### config.mk
export PLATFORM = sky130hd
export DESIGN_NAME = bus85_arbiter
export DESIGN_NICKNAME = d
export VERILOG_FILES = /design/src/rtl/bus85_arbiter.sv
export SDC_FILE = /design/constraint.sdc
export NUM_CORES = 1
export LEC_CHECK = 0
export BUFFER_PORTS_ARGS = -buffer_cell sky130_fd_sc_hd__clkbuf_2
export CAP_MARGIN = 5
export CORE_ASPECT_RATIO = 1.25
export CORE_MARGIN = 2
export CORE_UTILIZATION = 30
export CTS_BUF_LIST = sky130_fd_sc_hd__clkbuf_4
export CTS_CLUSTER_DIAMETER = 150
export CTS_CLUSTER_SIZE = 8
export DETAILED_ROUTE_END_ITERATION = 6
export PLACE_DENSITY = 0.55
export SLEW_MARGIN = 20
export SYNTH_ARGS = -nofsm -noshare
export SYNTH_HDL_FRONTEND = slang
export SYNTH_SLANG_ARGS = --single-unit
### constraint.sdc
create_clock -name clk_i -period 1.91 [get_ports clk_i]
set_clock_uncertainty 0.05 [all_clocks]
set_input_delay 0.573 -clock clk_i [delete_from_list [all_inputs] [get_ports clk_i]]
set_output_delay 0.573 -clock clk_i [all_outputs]
set_load 0.01 [all_outputs]
### src/rtl/bus85_arbiter.sv
// bus85_arbiter
// Shares the core85 multiplexed system bus between the processor and up to
// NREQ external bus masters using the 8085 HOLD/HLDA handshake. The arbiter
// raises hold, waits for hlda, then grants the bus to one requester chosen
// round-robin. Each tenure is capped at MAXHOLD clocks.
//
// Ports:
//   clk_i    system clock, all state changes on the rising edge
//   rst_ni   asynchronous active-low reset
//   req_i    per-master bus request (level, held for the whole tenure)
//   hlda_i   hold acknowledge from core85
//   hold_o   hold request to core85
//   gnt_o    one-hot bus grant, all-zero when no master owns the bus
//   owner_o  index of the current or most recent winner
//   tout_o   one-clock pulse when a tenure is ended by timeout
module bus85_arbiter #(
  parameter int NREQ    = 4,
  parameter int MAXHOLD = 64,
  parameter int CNTSIZE = 8,
  parameter int OWNSIZE = 2
) (
  input  logic               clk_i,
  input  logic               rst_ni,
  input  logic [NREQ-1:0]    req_i,
  input  logic               hlda_i,
  output logic               hold_o,
  output logic [NREQ-1:0]    gnt_o,
  output logic [OWNSIZE-1:0] owner_o,
  output logic               tout_o
);

  // Vectors are padded to the full range of an OWNSIZE-bit index so they can
  // be indexed by owner/scan values without out-of-range selects.
  localparam int NSLOT = 2 ** OWNSIZE;

  typedef enum logic [1:0] {
    IDLE    = 2'd0,
    HREQ    = 2'd1,
    GRANT   = 2'd2,
    RELEASE = 2'd3
  } state_e;

  state_e               state_q, state_d;
  logic [OWNSIZE-1:0]   ptr_q, ptr_d;
  logic [CNTSIZE-1:0]   cnt_q, cnt_d;
  logic [NREQ-1:0]      mask_q, mask_d;
  logic                 hold_q, hold_d;
  logic [NREQ-1:0]      gnt_q, gnt_d;
  logic [OWNSIZE-1:0]   owner_q, owner_d;
  logic                 tout_q, tout_d;

  logic [NSLOT-1:0]     elig_ext;
  logic [NSLOT-1:0]     req_ext;
  logic [NSLOT-1:0]     owner_onehot;
  logic                 win_found;
  logic [OWNSIZE-1:0]   win_idx;
  logic [OWNSIZE-1:0]   scan_idx;
  int                   scan_sum;
  logic                 owner_req;
  logic [OWNSIZE-1:0]   owner_next;

  assign elig_ext     = NSLOT'(req_i & ~mask_q);
  assign req_ext      = NSLOT'(req_i);
  assign owner_onehot = NSLOT'(1) << owner_q;
  assign owner_req    = req_ext[owner_q];
  assign owner_next   = (owner_q == OWNSIZE'(NREQ - 1)) ? '0 : owner_q + OWNSIZE'(1);

  // Round-robin pick: first eligible index starting at ptr, wrapping at NREQ.
  always_comb begin
    win_found = 1'b0;
    win_idx   = '0;
    scan_sum  = 0;
    scan_idx  = '0;
    for (int i = 0; i < NREQ; i++) begin
      scan_sum = int'(ptr_q) + i;
      if (scan_sum >= NREQ) scan_sum = scan_sum - NREQ;
      scan_idx = OWNSIZE'(scan_sum);
      if (!win_found && elig_ext[scan_idx]) begin
        win_found = 1'b1;
        win_idx   = scan_idx;
      end
    end
  end

  // Next-state and registered-output logic. A master's timeout mask is
  // forgotten on any edge where it is not requesting, so a master has to
  // drop its request at least once before it can win again.
  always_comb begin
    state_d = state_q;
    ptr_d   = ptr_q;
    cnt_d   = cnt_q;
    mask_d  = mask_q & req_i;
    hold_d  = hold_q;
    gnt_d   = gnt_q;
    owner_d = owner_q;
    tout_d  = 1'b0;

    unique case (state_q)
      IDLE: begin
        hold_d = 1'b0;
        gnt_d  = '0;
        if (win_found) begin
          owner_d = win_idx;
          hold_d  = 1'b1;
          state_d = HREQ;
        end
      end

      HREQ: begin
        hold_d = 1'b1;
        gnt_d  = '0;
        if (!owner_req) begin
          hold_d  = 1'b0;
          state_d = RELEASE;
        end else if (hlda_i) begin
          gnt_d   = owner_onehot[NREQ-1:0];
          cnt_d   = '0;
          state_d = GRANT;
        end
      end

      GRANT: begin
        // Release causes are checked in priority order: owner drop, then
        // the core withdrawing hlda, then tenure timeout.
        if (!owner_req || !hlda_i) begin
          gnt_d   = '0;
          hold_d  = 1'b0;
          state_d = RELEASE;
        end else if (cnt_q == CNTSIZE'(MAXHOLD - 1)) begin
          gnt_d   = '0;
          hold_d  = 1'b0;
          tout_d  = 1'b1;
          mask_d  = (mask_q & req_i) | owner_onehot[NREQ-1:0];
          state_d = RELEASE;
        end else begin
          cnt_d = cnt_q + CNTSIZE'(1);
        end
      end

      RELEASE: begin
        hold_d = 1'b0;
        gnt_d  = '0;
        if (!hlda_i) begin
          ptr_d   = owner_next;
          state_d = IDLE;
        end
      end

      default: begin
        hold_d  = 1'b0;
        gnt_d   = '0;
        state_d = IDLE;
      end
    endcase
  end

  // State and output registers; reset drops hold and gnt without a clock.
  always_ff @(posedge clk_i or negedge rst_ni) begin
    if (!rst_ni) begin
      state_q <= IDLE;
      ptr_q   <= '0;
      cnt_q   <= '0;
      mask_q  <= '0;
      hold_q  <= 1'b0;
      gnt_q   <= '0;
      owner_q <= '0;
      tout_q  <= 1'b0;
    end else begin
      state_q <= state_d;
      ptr_q   <= ptr_d;
      cnt_q   <= cnt_d;
      mask_q  <= mask_d;
      hold_q  <= hold_d;
      gnt_q   <= gnt_d;
      owner_q <= owner_d;
      tout_q  <= tout_d;
    end
  end

  assign hold_o  = hold_q;
  assign gnt_o   = gnt_q;
  assign owner_o = owner_q;
  assign tout_o  = tout_q;

endmodule

Word-level counts from Yosys, hierarchy flattened
Index checks and enable logic that the tools add are counted.

word-level totals
  word-level logic and storage cells = 112
  output and inout port bits = 8
  input port bits = 7
  flip-flop bits (word level) = 24

operators by class
  $lt $le $gt $ge = 9
  shift-type cells = 1
  $add $sub $neg = 9
  multiplexer cells = 51
  equality and inequality tests = 13
  reduce and logical (&&, ||, !) cells = 16
  bitwise operators = 5

operators by type and width
  kind                                                        count
  two-way mux 8 bit                                           4
  two-way mux 2 bit                                           15
  two-way mux 4 bit                                           7
  two-way mux 1 bit                                           16
  one-hot mux 8 bit (2 select lines)                          1
  less-than comparator 2 x 3 -> 1 bit, second input constant  5
  inequality test 2 bit, second input constant                6
  one-hot mux 4 bit (3 select lines)                          1
  binary-select mux 1 bit (select 2 bit)                      5
  greater-or-equal comparator 3 bit, second input constant    3
  adder 8 x 1 -> 8 bit, second input constant                 1
  bitwise AND 4 bit                                           2
  == test 8 x 6 -> 1 bit, second input constant               1
  one-hot mux 2 bit (4 select lines)                          1
  subtractor 2 x 1 -> 2 bit, second input constant            4
  adder 2 x 2 -> 3 bit, second input constant                 2
  == test 2 bit, second input constant                        3
  inequality test 3 bit, second input constant                2
  zero test 1 bit                                             5
  AND reduction 5 bit                                         1
  inverter 4 bit                                              1
  bitwise OR 4 bit                                            1
  one-hot mux 1 bit (4 select lines)                          1
  AND reduction 2 bit                                         2
  other kinds (12)                                            14

Longest topological paths before layout
Gate-level depths: netlist of the first run.

  depth after elaboration = 16
  gate-level depth with buffers = 7

Worst setup path after synthesis of the first run
Ideal clock, no wire load.

  kind = input port to flip-flop
  start point = input port req_i[3]
  end point = register state_q[0]
  arrival = 1893 ps
  slack = -161 ps
  required time = 1732 ps
  stages on the path = 4
  library setup time = 128 ps
  cell sequence = mux4_2 o211a_2 a2111oi_4 mux2_1

on the way
  cells in the longest elaborated chain, start to end = 15
  elaborated cells between the ends (all ways) = 30
  classes of those cells = eq/ne (3); mux (17); bitwise (1); reduce/logical (9)

RTL lines
  item                                     line  text
  start, declared                          24    input logic [NREQ-1:0] req_i,
  bitwise AND 4 bit                        62    assign elig_ext = NSLOT'(req_i & ~mask_q);
  binary-select mux 1 bit (select 2 bit)   78    if (!win_found && elig_ext[scan_idx]) begin
  two-way mux 1 bit (implied by the code)  78
  two-way mux 1 bit                        78
  zero test 1 bit                          78
  logical AND 1 bit                        78
  two-way mux 1 bit                        78
  zero test 1 bit                          78
  logical AND 1 bit                        78
  two-way mux 1 bit                        78
  zero test 1 bit                          78
  logical AND 1 bit                        78
  two-way mux 1 bit                        78
  inequality test 2 bit (no line)          n/a
  AND reduction 4 bit (no line)            n/a
  end signal, assigned                     169   state_q <= state_d;
  end, declared                            43    state_e state_q, state_d;

Parallel ways exist; a longest one is shown, timed or not. The select of a mux whose other input is x is not followed.
A chain may end at the register's enable or synchronous reset.

Worst setup path in the final report of the first run
  start point = register owner_q[0] (netlist: owner_o[0])
  end point = register state_q[0]

on the way
  cells in the longest elaborated chain, start to end = 6
  elaborated cells between the ends (all ways) = 10
  classes of those cells = eq/ne (2); mux (5); reduce/logical (3)

RTL lines
  item                                                                                        line  text
  start, declared                                                                             49    logic [OWNSIZE-1:0] owner_q, owner_d;
  start signal, assigned                                                                      175   owner_q <= owner_d;
  binary-select mux 1 bit (select 2 bit) (*)                                                  65    assign owner_req = req_ext[owner_q];
  two-way mux 1 bit (implied by the code) (*)                                                 65
  zero test 1 bit                                                                             125   if (!owner_req || !hlda_i) begin
  logical OR 1 bit                                                                            125
  inequality test 3 bit (no line) / two-way mux 2 bit (equally long branches)                 n/a
  AND reduction 4 bit (no line) / one-hot mux 2 bit (4 select lines) (equally long branches)  n/a

Every way passes the cells marked *; elsewhere a longest branch is shown, timed or not. The select of a mux whose other input is x is not followed.

==> flow_metrics.tcl, run 1 <==
set metrics [dict create \
    run_status "finished, violations left" \
    failed_checks "negative setup slack" \
    max_cap_viol_count 0 \
    layout.filler_cells 453 \
    r2r_start "owner_o[0]" \
    whs_ps 185 \
    synth_fp_nets 147 \
    irDropWorstVdd_mv 0.519 \
    layout-area-overhead-vs-synth_pct 33.0 \
    mapped_cell_area_mm2 0.00140 \
    clock_sink_count 24 \
    cts_buffers 3 \
    track_usage 0.136 \
    cp-end-kind "flip-flop" \
    grt_start_max_net_pins 25 \
    multiInputGateArea_um2 832 \
    max-clock-path-buffers 2 \
    post-dp-hpwl_um 2510 \
    grt_pass1_vias 1222 \
    cell_type_of_the_slowest_stage_on_the_worst_timing_path "sky130_fd_sc_hd__mux4_2" \
    timing_worst_slew_pin_value_ps 610 \
    power_per_standard_cell_area_mw_per_mm2 1290 \
    gr-total-overflow 0 \
    yosys.area.top_type "sky130_fd_sc_hd__dfrtp_1" \
    die_area_mm2 0.00524 \
    critPathTopFamily "multiplexers" \
    synth_commonest_cells "sky130_fd_sc_hd__dfrtp_1, sky130_fd_sc_hd__ha_1, sky130_fd_sc_hd__a21oi_1, sky130_fd_sc_hd__a22o_1, sky130_fd_sc_hd__nand2_1" \
    setup_viols_final 2 \
    timing.critical_path.buf_inv 0 \
    crit_path_max_fanout 4 \
    root_buffer "sky130_fd_sc_hd__clkbuf_4" \
    detail_route.wirelength_um 3360 \
    drive_gt1_frac 0.360 \
    wire_per_inst_um 14.6 \
    worst_r2r_endpoint "state_q[0]" \
    timing.final.crit_period_ps 1990 \
    postSynth.topFlopCell "sky130_fd_sc_hd__dfrtp_1" \
    relSlewSlack 0.594 \
    cts_tree "done" \
    grt_pass1_wl_um 5520 \
    die_width_um 65.1 \
    cp.arrival_ps 2150 \
    yosysWarningCount 0 \
    fmax_mhz 501 \
    clock_tree.htree_level_count 1 \
    final_hold_viol_count 0 \
    cpPeakStageDelay_ps 570 \
    place_congestion 0.866 \
    vias_per_cell 5.25 \
    starting_density 0.314 \
    post-synth-top-area-fraction 0.429 \
    synth_enable_flop_cells 0 \
    n_antenna_cell 0 \
    io_buf_count 14 \
    crit_required_ps 2070 \
    design.core.area_mm2 0.00446 \
    nNetsFinal 190 \
    timing.critical_path.from "owner_o[0]" \
    yosysSeqAreaShare 0.429 \
    static-leakage-power_nw 0.866 \
    number_of_drc_violations_after_detailed_routing_iteration_0 67 \
    clkSlewWorstSetupHoldPaths_ps 140 \
    grt_setup_unrepaired "true" \
    floorplan.rows 27 \
    ys_seq_elements 24 \
    synth.area.top_cells "sky130_fd_sc_hd__dfrtp_1, sky130_fd_sc_hd__ha_1, sky130_fd_sc_hd__a22o_1, sky130_fd_sc_hd__o31ai_1, sky130_fd_sc_hd__a21oi_1" \
    vias 1208 \
    post_dp_cell_area_mm2 0.00170 \
    final-max-slew-violation-count 0 \
    rrSetupSlack_ps -80 \
    seq_cell_area_um2 601 \
    most_instantiated_library_cell_after_synthesis "sky130_fd_sc_hd__dfrtp_1" \
    syn_area_per_cell_um2 10.8 \
    postLayoutSetupSlackWorst_ps -84.4 \
    detail-route-antenna-nets 0 \
    design.portCount 15 \
    drt_pre_antenna_iters 4 \
    async_reset_ff_frac 1.00 \
    post_synth_num_cell_types 42 \
    clock_latency_ps 320 \
    start_kind "flip-flop" \
    path_cells "mux4_2, o211a_2, a2111oi_4, mux2_1" \
    grt_antenna_before_repair 0 \
    netlist_instances 130 \
    worst_r2r_path_depth 4 \
    timing.setup.critical_path_class "reg2reg" \
    final_design_area_no_fill_mm2 0.00186 \
    height_of_the_chip_um 80.4 \
    hold_class "in2async" \
    final_min_period_over_clock_period 1.04 \
    dr_drc_count 0 \
]
[flip-flops by register name (all words and copies together) (netlist names)]
signal   count
ptr_q        2
hold_o       1
mask_q       4
state_q      2
owner_o      2
tout_o       1
cnt_q        8
gnt_o        4
[worst register-to-register path, delay by kind of cell, from the launching register on]
family         cells  cell delay (ps)
flip-flops         1              410
AO/OA/AOI/OAI      2              510
multiplexers       2              930
[logic make-up (layout without fill, tap and decap cells)]
group / Yosys count / count (layout) / synth area share
AO/OA/AOI/OAI: 39 / 39 / 0.213
adder cells (fa/ha/maj): 10 / 10 / 0.0893
buffers and inverters: 11 / 53 / 0.0357
flip-flops: 24 / 24 / 0.429
multiplexers: 6 / 6 / 0.0545
AND/OR/NAND/NOR: 40 / 40 / 0.179
[layout by cell type (no fill, tap or decap), types with 3 or more instances in the layout]
cell type	n
sky130_fd_sc_hd__a21oi_1	7
sky130_fd_sc_hd__a22o_1	9
sky130_fd_sc_hd__and2_1	3
sky130_fd_sc_hd__buf_4	28
sky130_fd_sc_hd__clkbuf_2	14
sky130_fd_sc_hd__clkbuf_4	3
sky130_fd_sc_hd__dfrtp_1	24
sky130_fd_sc_hd__ha_1	8
sky130_fd_sc_hd__inv_1	5
sky130_fd_sc_hd__mux2_1	3
sky130_fd_sc_hd__nand2_1	8
sky130_fd_sc_hd__nor2_1	3
sky130_fd_sc_hd__nor2b_1	5
sky130_fd_sc_hd__o21ai_0	3
sky130_fd_sc_hd__o31ai_1	7
[area by class of cell]
class | instances | area share
inverter | 7 | 0.0141
clock buffer | 3 | 0.0121
sequential | 24 | 0.322
timing repair buffer | 42 | 0.150
clock inverter | 1 | 0.0161
tap | 58 | 0.0389
multi-input combinational | 95 | 0.446
[stage by stage]
| stage | setup TNS, ps | total power, mW | cells | util | worst slack, ps |
|---|---|---|---|---|---|
| 3_3_place_gp | -1850 | 1.82 | 221 | 0.381 | -276 |
| 3_5_place_dp | -2290 | 1.86 | 221 | 0.381 | -327 |
| 2_1_floorplan | -322 | 1.43 | 130 | - | -161 |
| 4_1_cts | -179 | 2.27 | 227 | 0.397 | -94.5 |
| 5_1_grt | -474 | 2.60 | 230 | 0.418 | -169 |
| 6_report | -169 | 2.40 | 230 | 0.418 | -84.4 |
[worst max-delay path by stage]
stage | depth (start not counted) | slack, ps | to
after floorplan | 4 | -160 | state_q[0]
after global placement | 5 | -280 | state_q[1]
after detailed placement | 5 | -330 | state_q[1]
after CTS | 4 | -90 | state_q[1]
after global routing | 4 | -170 | state_q[1]
final | 4 | -80 | state_q[0]
[timing repair]
item	4_1_cts	5_1_grt
setup endpoints to repair	3	15
hold buffers	0	0
pin swaps	0	6
resized for setup	1	14
buffers inserted	2	3
[report_power, final]
part           leakage (nW)  switching [mW]  total, mW  internal, mW
Combinational         0.520           0.589       1.22         0.628
Clock                0.0279           0.158      0.370         0.212
Sequential            0.318           0.165      0.811         0.646
[metal layers]
layer | global-route usage | part of all wire
met1 | 0.157 | 0.42
met2 | 0.254 | 0.52
met3 | 0.0182 | 0.031
met4 | 0.0479 | 0.023
met5 | 0 | 0
Power figures use the tool's default switching activity.
==> inputs of run 2 (changes only) <==
CORE_UTILIZATION = 54   (was 30)
PLACE_DENSITY = 0.84   (was 0.55)
==> run 2 against run 1 <==
  * The flow still finishes with violations (negative setup slack)
  * Routed wire length increased by 3.3%
  * Global-route usage grew 11 points
  * Final area down 1.5%
  * Critical path depth unchanged
  * Critical endpoint is now state_q[1]
  * Via count rose by 3.1%
  * Register-to-register slack is essentially flat
  * Setup slack lost 8.8 ps
  * Largest cell class unchanged
==> flow_metrics.tcl, run 2 (synthesis results as in run 1) <==
set metrics [dict create \
    n_antenna_cell 0 \
    relSlewSlack 0.583 \
    final_min_period_over_clock_period 1.05 \
    design.portCount 15 \
    clock_latency_ps 320 \
    final-max-slew-violation-count 0 \
    height_of_the_chip_um 61.0 \
    root_buffer "sky130_fd_sc_hd__clkbuf_4" \
    worst_r2r_path_depth 4 \
    static-leakage-power_nw 0.873 \
    max_cap_viol_count 0 \
    cp.arrival_ps 2170 \
    gr-total-overflow 0 \
    worst_r2r_endpoint "state_q[1]" \
    cell_type_of_the_slowest_stage_on_the_worst_timing_path "sky130_fd_sc_hd__mux4_2" \
    grt_setup_unrepaired "true" \
    io_buf_count 14 \
    hold_class "in2async" \
    post-dp-hpwl_um 2520 \
    vias 1246 \
    pwr-share-clk 0.151 \
    final_core_utilization 0.749 \
    instances_no_fill 206 \
    irDropWorstVdd_mv 0.831 \
    detail_route.wirelength_um 3470 \
    power_per_standard_cell_area_mw_per_mm2 1340 \
    seq_cell_area_um2 602 \
    detail-route-antenna-nets 0 \
    start_kind "flip-flop" \
    wire_per_inst_um 16.8 \
    final_hold_viol_count 0 \
    crit_required_ps 2080 \
    grt_antenna_before_repair 0 \
    switching_share 0.384 \
    run_status "finished, violations left" \
    timing.setup.critical_path_class "reg2reg" \
    layout_commonest_cell "sky130_fd_sc_hd__buf_4" \
    cts_tree "done" \
    die_width_um 49.6 \
    dr_drc_count 0 \
    layout-area-overhead-vs-synth_pct 31.1 \
    die_area_mm2 0.00302 \
    layout.filler_cells 168 \
    rrSetupSlack_ps -90 \
    clock_tree.htree_level_count 1 \
    setup_viols_final 2 \
    failed_checks "negative setup slack" \
    postLayoutSetupSlackWorst_ps -93.2 \
    floorplan.rows 20 \
    cell_internal_power_mw 1.51 \
    netsw_uw 944 \
    nNetsFinal 191 \
    drt_pre_antenna_iters 4 \
    timing_worst_slew_pin_value_ps 625 \
    setup-tns-final_ps -177 \
    fmax_mhz 499 \
    multiInputGateArea_um2 827 \
    timing.final.crit_period_ps 2000 \
    combPwrFrac 0.515 \
    registers.top_by_ff_count "cnt_q" \
    cp-end-kind "flip-flop" \
    design.core.area_mm2 0.00245 \
    crit_path_max_fanout 4 \
    clkSlewWorstSetupHoldPaths_ps 130 \
    starting_density 0.571 \
    grt_start_max_net_pins 25 \
    layout_common_cells "sky130_fd_sc_hd__buf_4, sky130_fd_sc_hd__dfrtp_1, sky130_fd_sc_hd__clkbuf_2" \
    grt_pass1_vias 1209 \
    max-clock-path-buffers 2 \
    portion_of_total_power_attributed_to_sequential_cells 0.334 \
    number_of_drc_violations_after_detailed_routing_iteration_0 48 \
    track_usage 0.241 \
    largest_register_ffs 8 \
    grt_pass1_wl_um 5490 \
    cpPeakStageDelay_ps 580 \
    cts_buffers 3 \
    path_cells "mux4_2, o211a_2, a2111oi_4, mux2_4" \
    clock_sink_count 24 \
    critPathTopFamily "multiplexers" \
    vias_per_cell 6.05 \
    place_congestion 0.877 \
    place_inst 197 \
    drive_gt1_frac 0.370 \
    r2r_start "owner_o[0]" \
    timing.critical_path.buf_inv 0 \
]
run 2: layout make-up:
type | instances | area share
tap | 33 | 0.0225
inverter | 7 | 0.0143
timing repair buffer | 43 | 0.157
clock buffer | 3 | 0.0123
clock inverter | 1 | 0.0163
multi-input combinational | 95 | 0.450
sequential | 24 | 0.328
run 2: metrics by stage:
stage / hold WS (ps) / setup slack (ps) / area, um2 / power, mW
after floorplan: 227 / -161 / 1410 / 1.43
after global placement: 416 / -258 / 1680 / 1.78
after detailed placement: 425 / -296 / 1680 / 1.85
after CTS: 197 / -93.6 / 1740 / 2.26
after global routing: 223 / -136 / 1840 / 2.60
final: 188 / -93.2 / 1840 / 2.46
run 2: worst max path at each step:
| stage | cells past startpoint | from | end | slack (ps) |
|---|---|---|---|---|
| after floorplan | 4 | req_i[3] | state_q[0] | -160 |
| after global placement | 5 | req_i[3] | state_q[0] | -260 |
| after detailed placement | 5 | req_i[3] | state_q[0] | -300 |
| after CTS | 4 | owner_o[0] | state_q[1] | -90 |
| after global routing | 4 | owner_o[0] | state_q[1] | -140 |
| final | 4 | owner_o[0] | state_q[1] | -90 |
run 2: power groups by stage:
| stage | clock network (mW) | registers (mW) | logic [mW] |
|---|---|---|---|
| floorplan | 0 | 0.799 | 0.632 |
| global placement | 0 | 0.793 | 0.985 |
| detailed placement | 0 | 0.805 | 1.04 |
| CTS | 0.377 | 0.794 | 1.09 |
| global route | 0.398 | 0.840 | 1.37 |
| finish | 0.370 | 0.821 | 1.27 |
run 2: worst reg2reg max path: cells and delay by family, from the launching register on:
kind / cells / cell delay, ps
AOI/OAI and AO/OA: 2 / 530
DFF: 1 / 410
muxes: 2 / 920
run 2: layer usage:
layer / up-vias / part of all wire / track usage / wire length (um)
li1: 578 / - / - / -
met1: 611 / 0.41 / 0.277 / 1430
met2: 45 / 0.52 / 0.457 / 1810
met3: 12 / 0.033 / 0.0148 / 114
met4: 0 / 0.032 / 0.123 / 111
met5: - / 0 / 0 / 0
run 2: repair_timing:
action / CTS / global route
resized for setup: 0 / 16
hold buffers: 0 / 0
pin swaps: 0 / 2
gates cloned: 0 / 0
endpoints found under the setup margin: 3 / 9
buffers inserted: 2 / 4
